<file path="src/rtl/sc_io_ports_pkg.sv">
// Shared definitions for the memory-mapped I/O block: window base,
// register indices and the 7-segment glyph decoder.
package sc_io_ports_pkg;

  localparam logic [23:0] IO_BASE    = 24'hFFFFFF;

  localparam logic [3:0]  REG_SW     = 4'd0;
  localparam logic [3:0]  REG_KEYLVL = 4'd1;
  localparam logic [3:0]  REG_KEYEVT = 4'd2;
  localparam logic [3:0]  REG_LED    = 4'd3;
  localparam logic [3:0]  REG_HEX0   = 4'd4;

  localparam logic [6:0]  SEG_BLANK  = 7'h7F;

  // Active-low segment pattern, bit 0 = segment a ... bit 6 = segment g.
  function automatic logic [6:0] seg7(input logic [3:0] val, input logic blank);
    logic [6:0] seg;
    case (val)
      4'h0:    seg = 7'h40;
      4'h1:    seg = 7'h79;
      4'h2:    seg = 7'h24;
      4'h3:    seg = 7'h30;
      4'h4:    seg = 7'h19;
      4'h5:    seg = 7'h12;
      4'h6:    seg = 7'h02;
      4'h7:    seg = 7'h78;
      4'h8:    seg = 7'h00;
      4'h9:    seg = 7'h10;
      4'hA:    seg = 7'h08;
      4'hB:    seg = 7'h03;
      4'hC:    seg = 7'h46;
      4'hD:    seg = 7'h21;
      4'hE:    seg = 7'h06;
      4'hF:    seg = 7'h0E;
      default: seg = SEG_BLANK;
    endcase
    if (blank) begin
      seg = SEG_BLANK;
    end else begin
      seg = seg;
    end
    return seg;
  endfunction

endpackage

</file>
<file path="src/rtl/sc_io_ports_debounce.sv">
// Per-key synchroniser and debouncer. Keys are active-low at the pin;
// the accepted level is reported as 1 = pressed. A one-cycle press pulse
// fires on the same edge that a released->pressed level is accepted.
module io_key_debounce #(
  parameter int DEB_CYC = 4
) (
  input  logic clock,
  input  logic reset,
  input  logic key_raw,
  output logic level,
  output logic press
);

  logic       sync1_r;
  logic       sync2_r;
  logic       level_r;
  logic [7:0] cnt_r;

  logic       sample_s;
  logic       differ_s;
  logic       accept_s;

  // Compare the synchronised sample with the accepted level and decide acceptance.
  always_comb begin
    sample_s = ~sync2_r;
    differ_s = (sample_s != level_r);
    accept_s = differ_s && (cnt_r == 8'(DEB_CYC - 1));
    press    = accept_s && sample_s;
  end

  assign level = level_r;

  // Two-flop synchroniser plus stability counter; reset treats the key as released.
  always_ff @(posedge clock) begin
    if (reset) begin
      sync1_r <= 1'b1;
      sync2_r <= 1'b1;
      level_r <= 1'b0;
      cnt_r   <= 8'd0;
    end else begin
      sync1_r <= key_raw;
      sync2_r <= sync1_r;
      if (accept_s) begin
        level_r <= sample_s;
        cnt_r   <= 8'd0;
      end else if (differ_s) begin
        cnt_r   <= cnt_r + 8'd1;
      end else begin
        cnt_r   <= 8'd0;
      end
    end
  end

endmodule

</file>
<file path="src/rtl/sc_io_ports.sv">
// Memory-mapped I/O controller for the 0xFFFFFF00-0xFFFFFFFF window:
// switches, debounced keys with sticky press events, LEDs and 7-segment digits.
module sc_io_ports
  import sc_io_ports_pkg::*;
#(
  parameter int N_HEX   = 6,
  parameter int SW_W    = 10,
  parameter int N_KEY   = 3,
  parameter int LED_W   = 10,
  parameter int DEB_CYC = 4
) (
  input  logic                 clock,
  input  logic                 reset,
  input  logic [31:0]          addr,
  input  logic                 we,
  input  logic                 re,
  input  logic [31:0]          wdata,
  output logic [31:0]          rdata,
  output logic                 rvalid,
  output logic                 io_sel,
  input  logic [SW_W-1:0]      sw,
  input  logic [N_KEY-1:0]     key,
  output logic [7*N_HEX-1:0]   hex,
  output logic [LED_W-1:0]     led
);

  logic [3:0]                 idx_s;
  logic                       wr_s;
  logic                       rd_s;
  logic [31:0]                rd_mux_s;
  logic [31:0]                hex_rd_s;
  logic [N_KEY-1:0]           evt_clr_s;
  logic [N_KEY-1:0]           evt_next_s;
  logic [N_KEY-1:0]           key_level_s;
  logic [N_KEY-1:0]           key_press_s;

  logic [SW_W-1:0]            sw_meta_r;
  logic [SW_W-1:0]            sw_sync_r;
  logic [N_KEY-1:0]           key_evt_r;
  logic [LED_W-1:0]           led_r;
  logic [31:0]                rdata_r;
  logic                       rvalid_r;
  logic [N_HEX-1:0][3:0]      hex_val_r;
  logic [N_HEX-1:0]           hex_blank_r;
  logic [N_HEX-1:0][6:0]      hex_seg_r;

  // Low address nibble and unused write-data bits are intentionally ignored.
  logic                       unused_bits_s;
  assign unused_bits_s = ^{addr[3:0], wdata};

  assign io_sel = (addr[31:8] == IO_BASE);
  assign idx_s  = addr[7:4];
  assign wr_s   = we && io_sel;
  assign rd_s   = re && io_sel;
  assign rdata  = rdata_r;
  assign rvalid = rvalid_r;
  assign led    = led_r;
  assign hex    = hex_seg_r;

  genvar gk;
  generate
    for (gk = 0; gk < N_KEY; gk++) begin : g_key
      io_key_debounce #(.DEB_CYC(DEB_CYC)) u_deb (
        .clock   (clock),
        .reset   (reset),
        .key_raw (key[gk]),
        .level   (key_level_s[gk]),
        .press   (key_press_s[gk])
      );
    end
  endgenerate

  // Sticky events: write-1-to-clear, but a press on the same cycle keeps the bit set.
  always_comb begin
    if (wr_s && (idx_s == REG_KEYEVT)) begin
      evt_clr_s = wdata[N_KEY-1:0];
    end else begin
      evt_clr_s = {N_KEY{1'b0}};
    end
    evt_next_s = (key_evt_r & ~evt_clr_s) | key_press_s;
  end

  // Read-back value of whichever digit register is addressed.
  always_comb begin
    hex_rd_s = 32'd0;
    for (int i = 0; i < N_HEX; i++) begin
      if (idx_s == 4'(32'(REG_HEX0) + i)) begin
        hex_rd_s = {27'd0, hex_blank_r[i], hex_val_r[i]};
      end else begin
        hex_rd_s = hex_rd_s;
      end
    end
  end

  // Read mux over current (pre-write) register contents.
  always_comb begin
    rd_mux_s = 32'd0;
    case (idx_s)
      REG_SW:     rd_mux_s[SW_W-1:0]  = sw_sync_r;
      REG_KEYLVL: rd_mux_s[N_KEY-1:0] = key_level_s;
      REG_KEYEVT: rd_mux_s[N_KEY-1:0] = key_evt_r;
      REG_LED:    rd_mux_s[LED_W-1:0] = led_r;
      default:    rd_mux_s            = hex_rd_s;
    endcase
  end

  // Switch sync, LED register, key events and the registered read port.
  always_ff @(posedge clock) begin
    if (reset) begin
      sw_meta_r <= {SW_W{1'b0}};
      sw_sync_r <= {SW_W{1'b0}};
      key_evt_r <= {N_KEY{1'b0}};
      led_r     <= {LED_W{1'b0}};
      rdata_r   <= 32'd0;
      rvalid_r  <= 1'b0;
    end else begin
      sw_meta_r <= sw;
      sw_sync_r <= sw_meta_r;
      key_evt_r <= evt_next_s;
      rvalid_r  <= rd_s;
      if (rd_s) begin
        rdata_r <= rd_mux_s;
      end
      if (wr_s && (idx_s == REG_LED)) begin
        led_r <= wdata[LED_W-1:0];
      end
    end
  end

  genvar gh;
  generate
    for (gh = 0; gh < N_HEX; gh++) begin : g_hex
      localparam logic [3:0] MY_IDX = 4'(32'(REG_HEX0) + gh);
      // Digit register; the segment pattern is decoded from the write data so it lands with the write.
      always_ff @(posedge clock) begin
        if (reset) begin
          hex_val_r[gh]   <= 4'd0;
          hex_blank_r[gh] <= 1'b1;
          hex_seg_r[gh]   <= SEG_BLANK;
        end else if (wr_s && (idx_s == MY_IDX)) begin
          hex_val_r[gh]   <= wdata[3:0];
          hex_blank_r[gh] <= wdata[4];
          hex_seg_r[gh]   <= seg7(wdata[3:0], wdata[4]);
        end
      end
    end
  endgenerate

endmodule

</file>
<file path="config.mk">
export PLATFORM = sky130hd
export DESIGN_NAME = sc_io_ports
export DESIGN_NICKNAME = d
export VERILOG_FILES = /design/src/rtl/sc_io_ports_pkg.sv /design/src/rtl/sc_io_ports_debounce.sv /design/src/rtl/sc_io_ports.sv
export SDC_FILE = /design/constraint.sdc
export NUM_CORES = 1
export LEC_CHECK = 0
export CORE_MARGIN = 2
export CORE_UTILIZATION = 40
export DETAILED_ROUTE_END_ITERATION = 12
export PLACE_DENSITY = 0.67
export SLEW_MARGIN = 20
export SYNTH_ARGS = -nofsm -noshare
export SYNTH_HDL_FRONTEND = slang
export SYNTH_HIERARCHICAL = 1
export SYNTH_SLANG_ARGS = --single-unit
</file>
<file path="constraint.sdc">
create_clock -name clock -period 3.91 [get_ports clock]
set_input_delay 1.173 -clock clock [delete_from_list [all_inputs] [get_ports clock]]
set_output_delay 1.173 -clock clock [all_outputs]
set_load 0.02 [all_outputs]
</file>
* After elaboration in Yosys (flattened, before gate mapping) *
Memory sizes are Yosys's and may differ from the RTL's.
Index checks and enable logic that the tools add are counted.

cells by class
  eq/ne operators = 16
  $mul = 0
  shift-type cells = 0
  order comparisons = 0
  mux-type cells = 16
  add/subtract/negate cells = 3
  bitwise gates (word level) = 9
  div/mod/pow operators = 0
  reductions and logical operators = 22

operator list
  cell                    count
  $mux W32                5
  $mux W7                 6
  $add A8 B1 Y8 const B   3
  $eq A24 B24 Y1 const B  1
  $eq A8 B2 Y1 const B    3
  $mux W22                1
  $pmux W7 S3             1
  $eq A4 B3 Y1 const B    4
  $logic_and A1 B1 Y1     16
  $pmux W3 S4             1
  $reduce_or A3 Y1        3
  $eq A4 B2 Y1 const B    2
  $eq A4 B4 Y1 const B    2
  $not A1 Y1              6
  $mux W5                 1
  $eq A4 B1 Y1 const B    1
  $logic_not A4 Y1        1
  $reduce_or A4 Y1        1
  $and A3 B3 Y3           1
  $mux W3                 1
  $ne A1 B1 Y1            3
  $not A3 Y3              1
  $or A3 B3 Y3            1
  $reduce_or A2 Y1        1

word-level totals
  register bits = 171
  logic and storage cells = 108
  memory bits (read-only) = 672
  output and inout port bits = 86
  memories = 6
  bits in writable memories = 0
  input bits = 81
  bits in latches = 0

memory list
  memory            words  bits a word  rd ports  clocked after Yosys merged registers in  wr ports  RTL line               RTL
  (name not given)  16     7            1         0                                        0         sc_io_ports_pkg.sv:18  case (val)
  (name not given)  16     7            1         0                                        0         sc_io_ports_pkg.sv:18
  (name not given)  16     7            1         0                                        0         sc_io_ports_pkg.sv:18
  (name not given)  16     7            1         0                                        0         sc_io_ports_pkg.sv:18
  (name not given)  16     7            1         0                                        0         sc_io_ports_pkg.sv:18
  (name not given)  16     7            1         0                                        0         sc_io_ports_pkg.sv:18

* Logic depth before layout (Yosys ltp) *
Gate-level depths: netlist of the first run.

  depth after elaboration = 8
  mapped depth = 7
  gate-level depth less buffers = 6

* Cells and area by module *
The synthesis of the first run kept the hierarchy.

modules (own cells, without submodules)
  module           instances  area each (um^2)  cells each
  sc_io_ports      1          5,238.8           582
  io_key_debounce  3          471.7             47

* Least setup slack after synthesis of the first run *
OpenSTA, ideal clock, no wires.

  path kind = in2out
  from = input addr[28]
  to = output io_sel
  slack = 183 ps
  arrival time = 2,554 ps
  path buffers = 3
  cell stages on the path = 6
  required time = 2,737 ps
  cells stage by stage = nand4_1 or4_1 buf_6 buf_6 clkbuf_1 nor2_1

on the way
  longest elaborated chain between the ends = 1

RTL lines
  item                RTL line           RTL
  start: declaration  sc_io_ports.sv:14  input logic [31:0] addr,
  $eq A24 B24 Y1      sc_io_ports.sv:51  assign io_sel = (addr[31:8] == IO_BASE);
  end: declaration    sc_io_ports.sv:20  output logic io_sel,

Every way passes these cells.

* Worst setup path after layout of the first run *
  from = input addr[31]
  to = output io_sel

The elaborated chain is that of the path after synthesis.

==> results of run 1 <==
==> kinds of logic after synthesis <==
group           count (synthesis)  share of synthesized area
simple gates                  226                      0.211
compound gates                207                      0.189
flops                         149                      0.448
buf+inv                        96                     0.0715
mux                            23                     0.0470
xor+xnor                       12                     0.0158
fa+ha+maj                       9                     0.0169
other cells                     1                   0.000564
==> how the worst max path moves through the flow <==
stage / start / end / cells after the start
floorplan: addr[28] / io_sel / 6
global route: addr[30] / io_sel / 5
detailed placement: addr[28] / io_sel / 5
finish: addr[31] / io_sel / 5
CTS: addr[31] / io_sel / 5
global placement: addr[27] / io_sel / 5
==> cell type report <==
type,count,area [sq um],area share
Timing Repair Buffer,150,1420,0.165
Multi-Input combinational cell,499,3290,0.383
Clock buffer,24,482,0.0560
Sequential cell,149,2980,0.347
Inverter,13,48.8,0.00567
Tap cell,220,275,0.0320
Clock inverter,8,98.8,0.0115
==> per-stage QoR <==
| stage | util | setup slack [ns] | area (sq um) | instances | total power [mW] |
|---|---|---|---|---|---|
| after floorplan | - | 0.183 | 6730 | 744 | 1.70 |
| after global placement | 0.489 | -0.743 | 8020 | 1031 | 1.78 |
| after detailed placement | 0.489 | -0.745 | 8020 | 1031 | 1.78 |
| after CTS | 0.525 | 0.0666 | 8610 | 1063 | 3.37 |
| after global routing | 0.525 | 0.0327 | 8610 | 1063 | 3.47 |
| final | 0.525 | 0.0925 | 8610 | 1063 | 3.35 |
==> worst max-delay path, cell delays in order <==
cell             delay, ns
clkdlybuf4s50_1       0.46
nand4_1               0.11
or4_4                 0.60
nor2_4                0.13
buf_2                 0.18
==> metal layers <==
layer,vias to the layer above,track usage,share of wire
li1,2845,-,-
met1,2815,0.263,0.45
met3,22,0.0448,0.054
met4,0,0.0795,0.017
met5,-,0,0
met2,180,0.324,0.48
==> synthesized netlist by cell type, drive strengths merged, types with 7 or more instances <==
| cell | count | area, sq um |
|---|---|---|
| nand2b | 8 | 50.1 |
| nand2 | 11 | 41.3 |
| or4 | 9 | 78.8 |
| nand4 | 21 | 131 |
| nor2 | 18 | 67.6 |
| mux2i | 11 | 110 |
| ha | 9 | 113 |
| o21ai | 86 | 430 |
| nor2b | 22 | 138 |
| or3 | 10 | 62.6 |
| nor3b | 10 | 90.1 |
| dfxtp | 149 | 2980 |
| a21oi | 51 | 255 |
| inv | 12 | 45.0 |
| o211ai | 28 | 210 |
| and4 | 8 | 70.1 |
| nand3 | 66 | 330 |
| or2 | 8 | 50.1 |
| buf | 35 | 246 |
| clkbuf | 48 | 180 |
| nor3 | 7 | 35.0 |
| mux2 | 7 | 90.1 |
| and3 | 10 | 62.6 |
| a211o | 13 | 114 |
==> sequential cells by signal (all words and copies together), names as in the netlist <==
signal	flops
rvalid	1
hex	42
g_key.u_deb/sync1_r	3
rdata	10
hex_blank_r	6
g_key.u_deb/cnt_r	24
led	10
hex_val_r	24
sw_meta_r	10
sw_sync_r	10
g_key.u_deb/level	3
key_evt_r	3
g_key.u_deb/sync2_r	3
==> repair_timing <==
action                                 in CTS  in global routing
gates resized for setup                     7                  0
endpoints found under the hold margin       0                  0
setup endpoints to repair                   1                  0
==> where the power goes <==
part           leakage, nW  total [mW]  internal, mW  switching (mW)
Sequential            1.21        1.54          1.53         0.00505
Clock                0.280        1.60         0.988           0.617
Combinational         1.50       0.209        0.0921           0.117
==> flow_summary.html, run 1 <==
<table>
<tr><th>Metric</th><th>Value</th></tr>
<tr><th colspan="2">Hold path</th></tr>
<tr><td>Path category of the worst min-delay check</td><td>reg -&gt; reg</td></tr>
<tr><td>WHS Path Cells</td><td>1</td></tr>
<tr><td>Hold endpoint</td><td>g_key[0].u_deb/sync2_r</td></tr>
<tr><td>Launch point of the worst hold path</td><td>g_key[0].u_deb/sync1_r</td></tr>
<tr><th colspan="2">Floorplanning</th></tr>
<tr><td>Number of primary I/O pins</td><td>approximately 170</td></tr>
<tr><td># rows</td><td>47</td></tr>
<tr><td>Vertical die dimension</td><td>between 100 and 150 um</td></tr>
<tr><td>Horizontal extent of the die</td><td>~130 um</td></tr>
<tr><td>Initial core utilization</td><td>0.406</td></tr>
<tr><td>Die footprint</td><td>17,700 sq um</td></tr>
<tr><td>Core region area</td><td>~16,000 sq um</td></tr>
<tr><th colspan="2">Logic synthesis</th></tr>
<tr><td>Gate Count Post-Synth</td><td>around 720</td></tr>
<tr><td>Part of the Yosys area used for sequential elements</td><td>0.448</td></tr>
<tr><td>Number of library cell types mapped by synthesis</td><td>between 50 and 60</td></tr>
<tr><td>Summed instance area of the synthesized netlist</td><td>6650 sq um</td></tr>
<tr><td>Async set-or-reset flop fraction in the synthesized netlist</td><td>0</td></tr>
<tr><td>Flop and latch count out of synthesis</td><td>roughly 150</td></tr>
<tr><td>Synthesis warning total</td><td>6</td></tr>
<tr><td>Leading register cell type out of synthesis</td><td>dfxtp_1</td></tr>
<tr><td>Average footprint of a synthesized cell</td><td>9.20 sq um</td></tr>
<tr><td>EDFF count, synth</td><td>0</td></tr>
<tr><th colspan="2">Critical path</th></tr>
<tr><td>Reg2reg end</td><td>key_evt_r[2]</td></tr>
<tr><td>Worst reg2reg setup slack</td><td>~2.0 ns</td></tr>
<tr><td>Crit path max fanout</td><td>2</td></tr>
<tr><td>Kind of capture point of the worst setup path</td><td>primary output</td></tr>
<tr><td>Setup crit start kind</td><td>primary input</td></tr>
<tr><td>Arrival time at the worst endpoint</td><td>2.64 ns</td></tr>
<tr><td>Data required time of the critical path</td><td>between 2 and 3 ns</td></tr>
<tr><td>Startpoint of the most critical register-to-register path</td><td>g_key[2].u_deb/cnt_r[2]</td></tr>
<tr><td>Number of cells on the worst reg-to-reg path</td><td>5</td></tr>
<tr><td>Worst setup path class</td><td>in -&gt; out</td></tr>
<tr><th colspan="2">Power</th></tr>
<tr><td>Leakage power</td><td>2.99 nW</td></tr>
<tr><td>Power density over cell area</td><td>389 nW/um^2</td></tr>
<tr><td>Worst supply voltage drop on vdd</td><td>~0.33 mV</td></tr>
<tr><th colspan="2">Routing</th></tr>
<tr><td>Pre-antenna DRT Iters</td><td>4</td></tr>
<tr><td>Post-detailed-route count of antenna-violating nets</td><td>0</td></tr>
<tr><td>Final routed wire length divided by cell count</td><td>roughly 17 um</td></tr>
<tr><td>Number of DRC markers in iteration 0</td><td>about 350</td></tr>
<tr><td>Drt via density</td><td>around 5.5</td></tr>
<tr><td>Total number of vias</td><td>roughly 5,900</td></tr>
<tr><td>Total routed wirelength</td><td>between 15,000 and 20,000 um</td></tr>
<tr><td>Residual DRC count</td><td>0</td></tr>
<tr><th colspan="2">STA</th></tr>
<tr><td>Fin crit share</td><td>0.976</td></tr>
<tr><td>Maximum clock frequency</td><td>0.262 GHz</td></tr>
<tr><td>Final count of pins violating max slew</td><td>0</td></tr>
<tr><td>Hold violation total from the final report</td><td>0</td></tr>
<tr><td>Post-Route Skew</td><td>between 0.005 and 0.006 ns</td></tr>
<tr><td>Unrepaired setup endpoints after global routing</td><td>no</td></tr>
<tr><td>Actual transition at the worst max-transition pin</td><td>about 0.79 ns</td></tr>
<tr><td>Worst hold slack</td><td>between 0.4 and 0.5 ns</td></tr>
<tr><td>Total setup violations reported at the end of the flow</td><td>0</td></tr>
<tr><td>Time the final worst path needs with I/O delays and setup</td><td>between 3 and 4 ns</td></tr>
<tr><td>Setup TNS</td><td>0 ns</td></tr>
<tr><td>Headroom to the max-slew limit</td><td>0.476</td></tr>
<tr><th colspan="2">GRT</th></tr>
<tr><td>Congestion Overflow GR</td><td>0</td></tr>
<tr><td>Wire length of the first global-routing pass</td><td>roughly 28,000 um</td></tr>
<tr><td>GRT Util Overall</td><td>0.201</td></tr>
<tr><td>Antenna violations before repair</td><td>0</td></tr>
<tr><td>Pin count of the biggest net entering global routing</td><td>90</td></tr>
<tr><td>Vias in the first global route</td><td>approximately 5,500</td></tr>
<tr><th colspan="2">CTS</th></tr>
<tr><td>Number of H-tree levels</td><td>4</td></tr>
<tr><td>CTS tree</td><td>done</td></tr>
<tr><td>Worst skew pair latency</td><td>approximately 0.42 ns</td></tr>
<tr><td>Clock transition at the registers of the reported paths</td><td>0.06 ns</td></tr>
<tr><td>Buffers inserted by post-CTS timing repair</td><td>0</td></tr>
<tr><td>Maximum number of buffers from clock root to sink</td><td>2</td></tr>
<tr><td>Sink count of the clock tree</td><td>~150</td></tr>
<tr><td>Hold-fix buffers, CTS</td><td>0</td></tr>
<tr><td>CTS Buf Count</td><td>17</td></tr>
<tr><td>Clock Tree Root</td><td>clkbuf_16</td></tr>
<tr><th colspan="2">Cells and area</th></tr>
<tr><td>Number of antenna diodes</td><td>0</td></tr>
<tr><td>Leading cell type in the layout, fill and taps excluded</td><td>dfxtp_1</td></tr>
<tr><td>Commonest cells after routing, fill and taps aside</td><td>dfxtp_1 (149), clkdlybuf4s50_1 (116), o21ai_0 (86)</td></tr>
<tr><td>Filler cell count in the final layout</td><td>1,500</td></tr>
<tr><td>Post-layout net count</td><td>about 900</td></tr>
<tr><td>Area growth, synth to finish</td><td>29.3%</td></tr>
<tr><td>Fraction of final layout cells sized beyond drive strength 1</td><td>0.113</td></tr>
<tr><th colspan="2">Place</th></tr>
<tr><td>HPWL after detailed placement</td><td>between 10,000 and 15,000 um</td></tr>
<tr><td>Final weighted congestion of routability-driven global placement</td><td>around 0.81</td></tr>
<tr><td>IO buf count</td><td>roughly 120</td></tr>
<tr><th colspan="2">Outcome</th></tr>
<tr><td>Result of the run</td><td>finished, final reports clean</td></tr>
<tr><th colspan="2">Job</th></tr>
<tr><td>MaxCap Viol Count</td><td>0</td></tr>
</table>
(Power assumes the default switching activity.)
==> inputs of run 2 (changes only) <==
--- a/config.mk
+++ b/config.mk
@@ -9,7 +9,6 @@
 export CORE_UTILIZATION = 40
 export DETAILED_ROUTE_END_ITERATION = 12
 export PLACE_DENSITY = 0.67
-export SLEW_MARGIN = 20
 export SYNTH_ARGS = -nofsm -noshare
 export SYNTH_HDL_FRONTEND = slang
 export SYNTH_HIERARCHICAL = 1
==> results of run 2 <==
The final DEF is identical to that of run 1; final timing and power are the same.
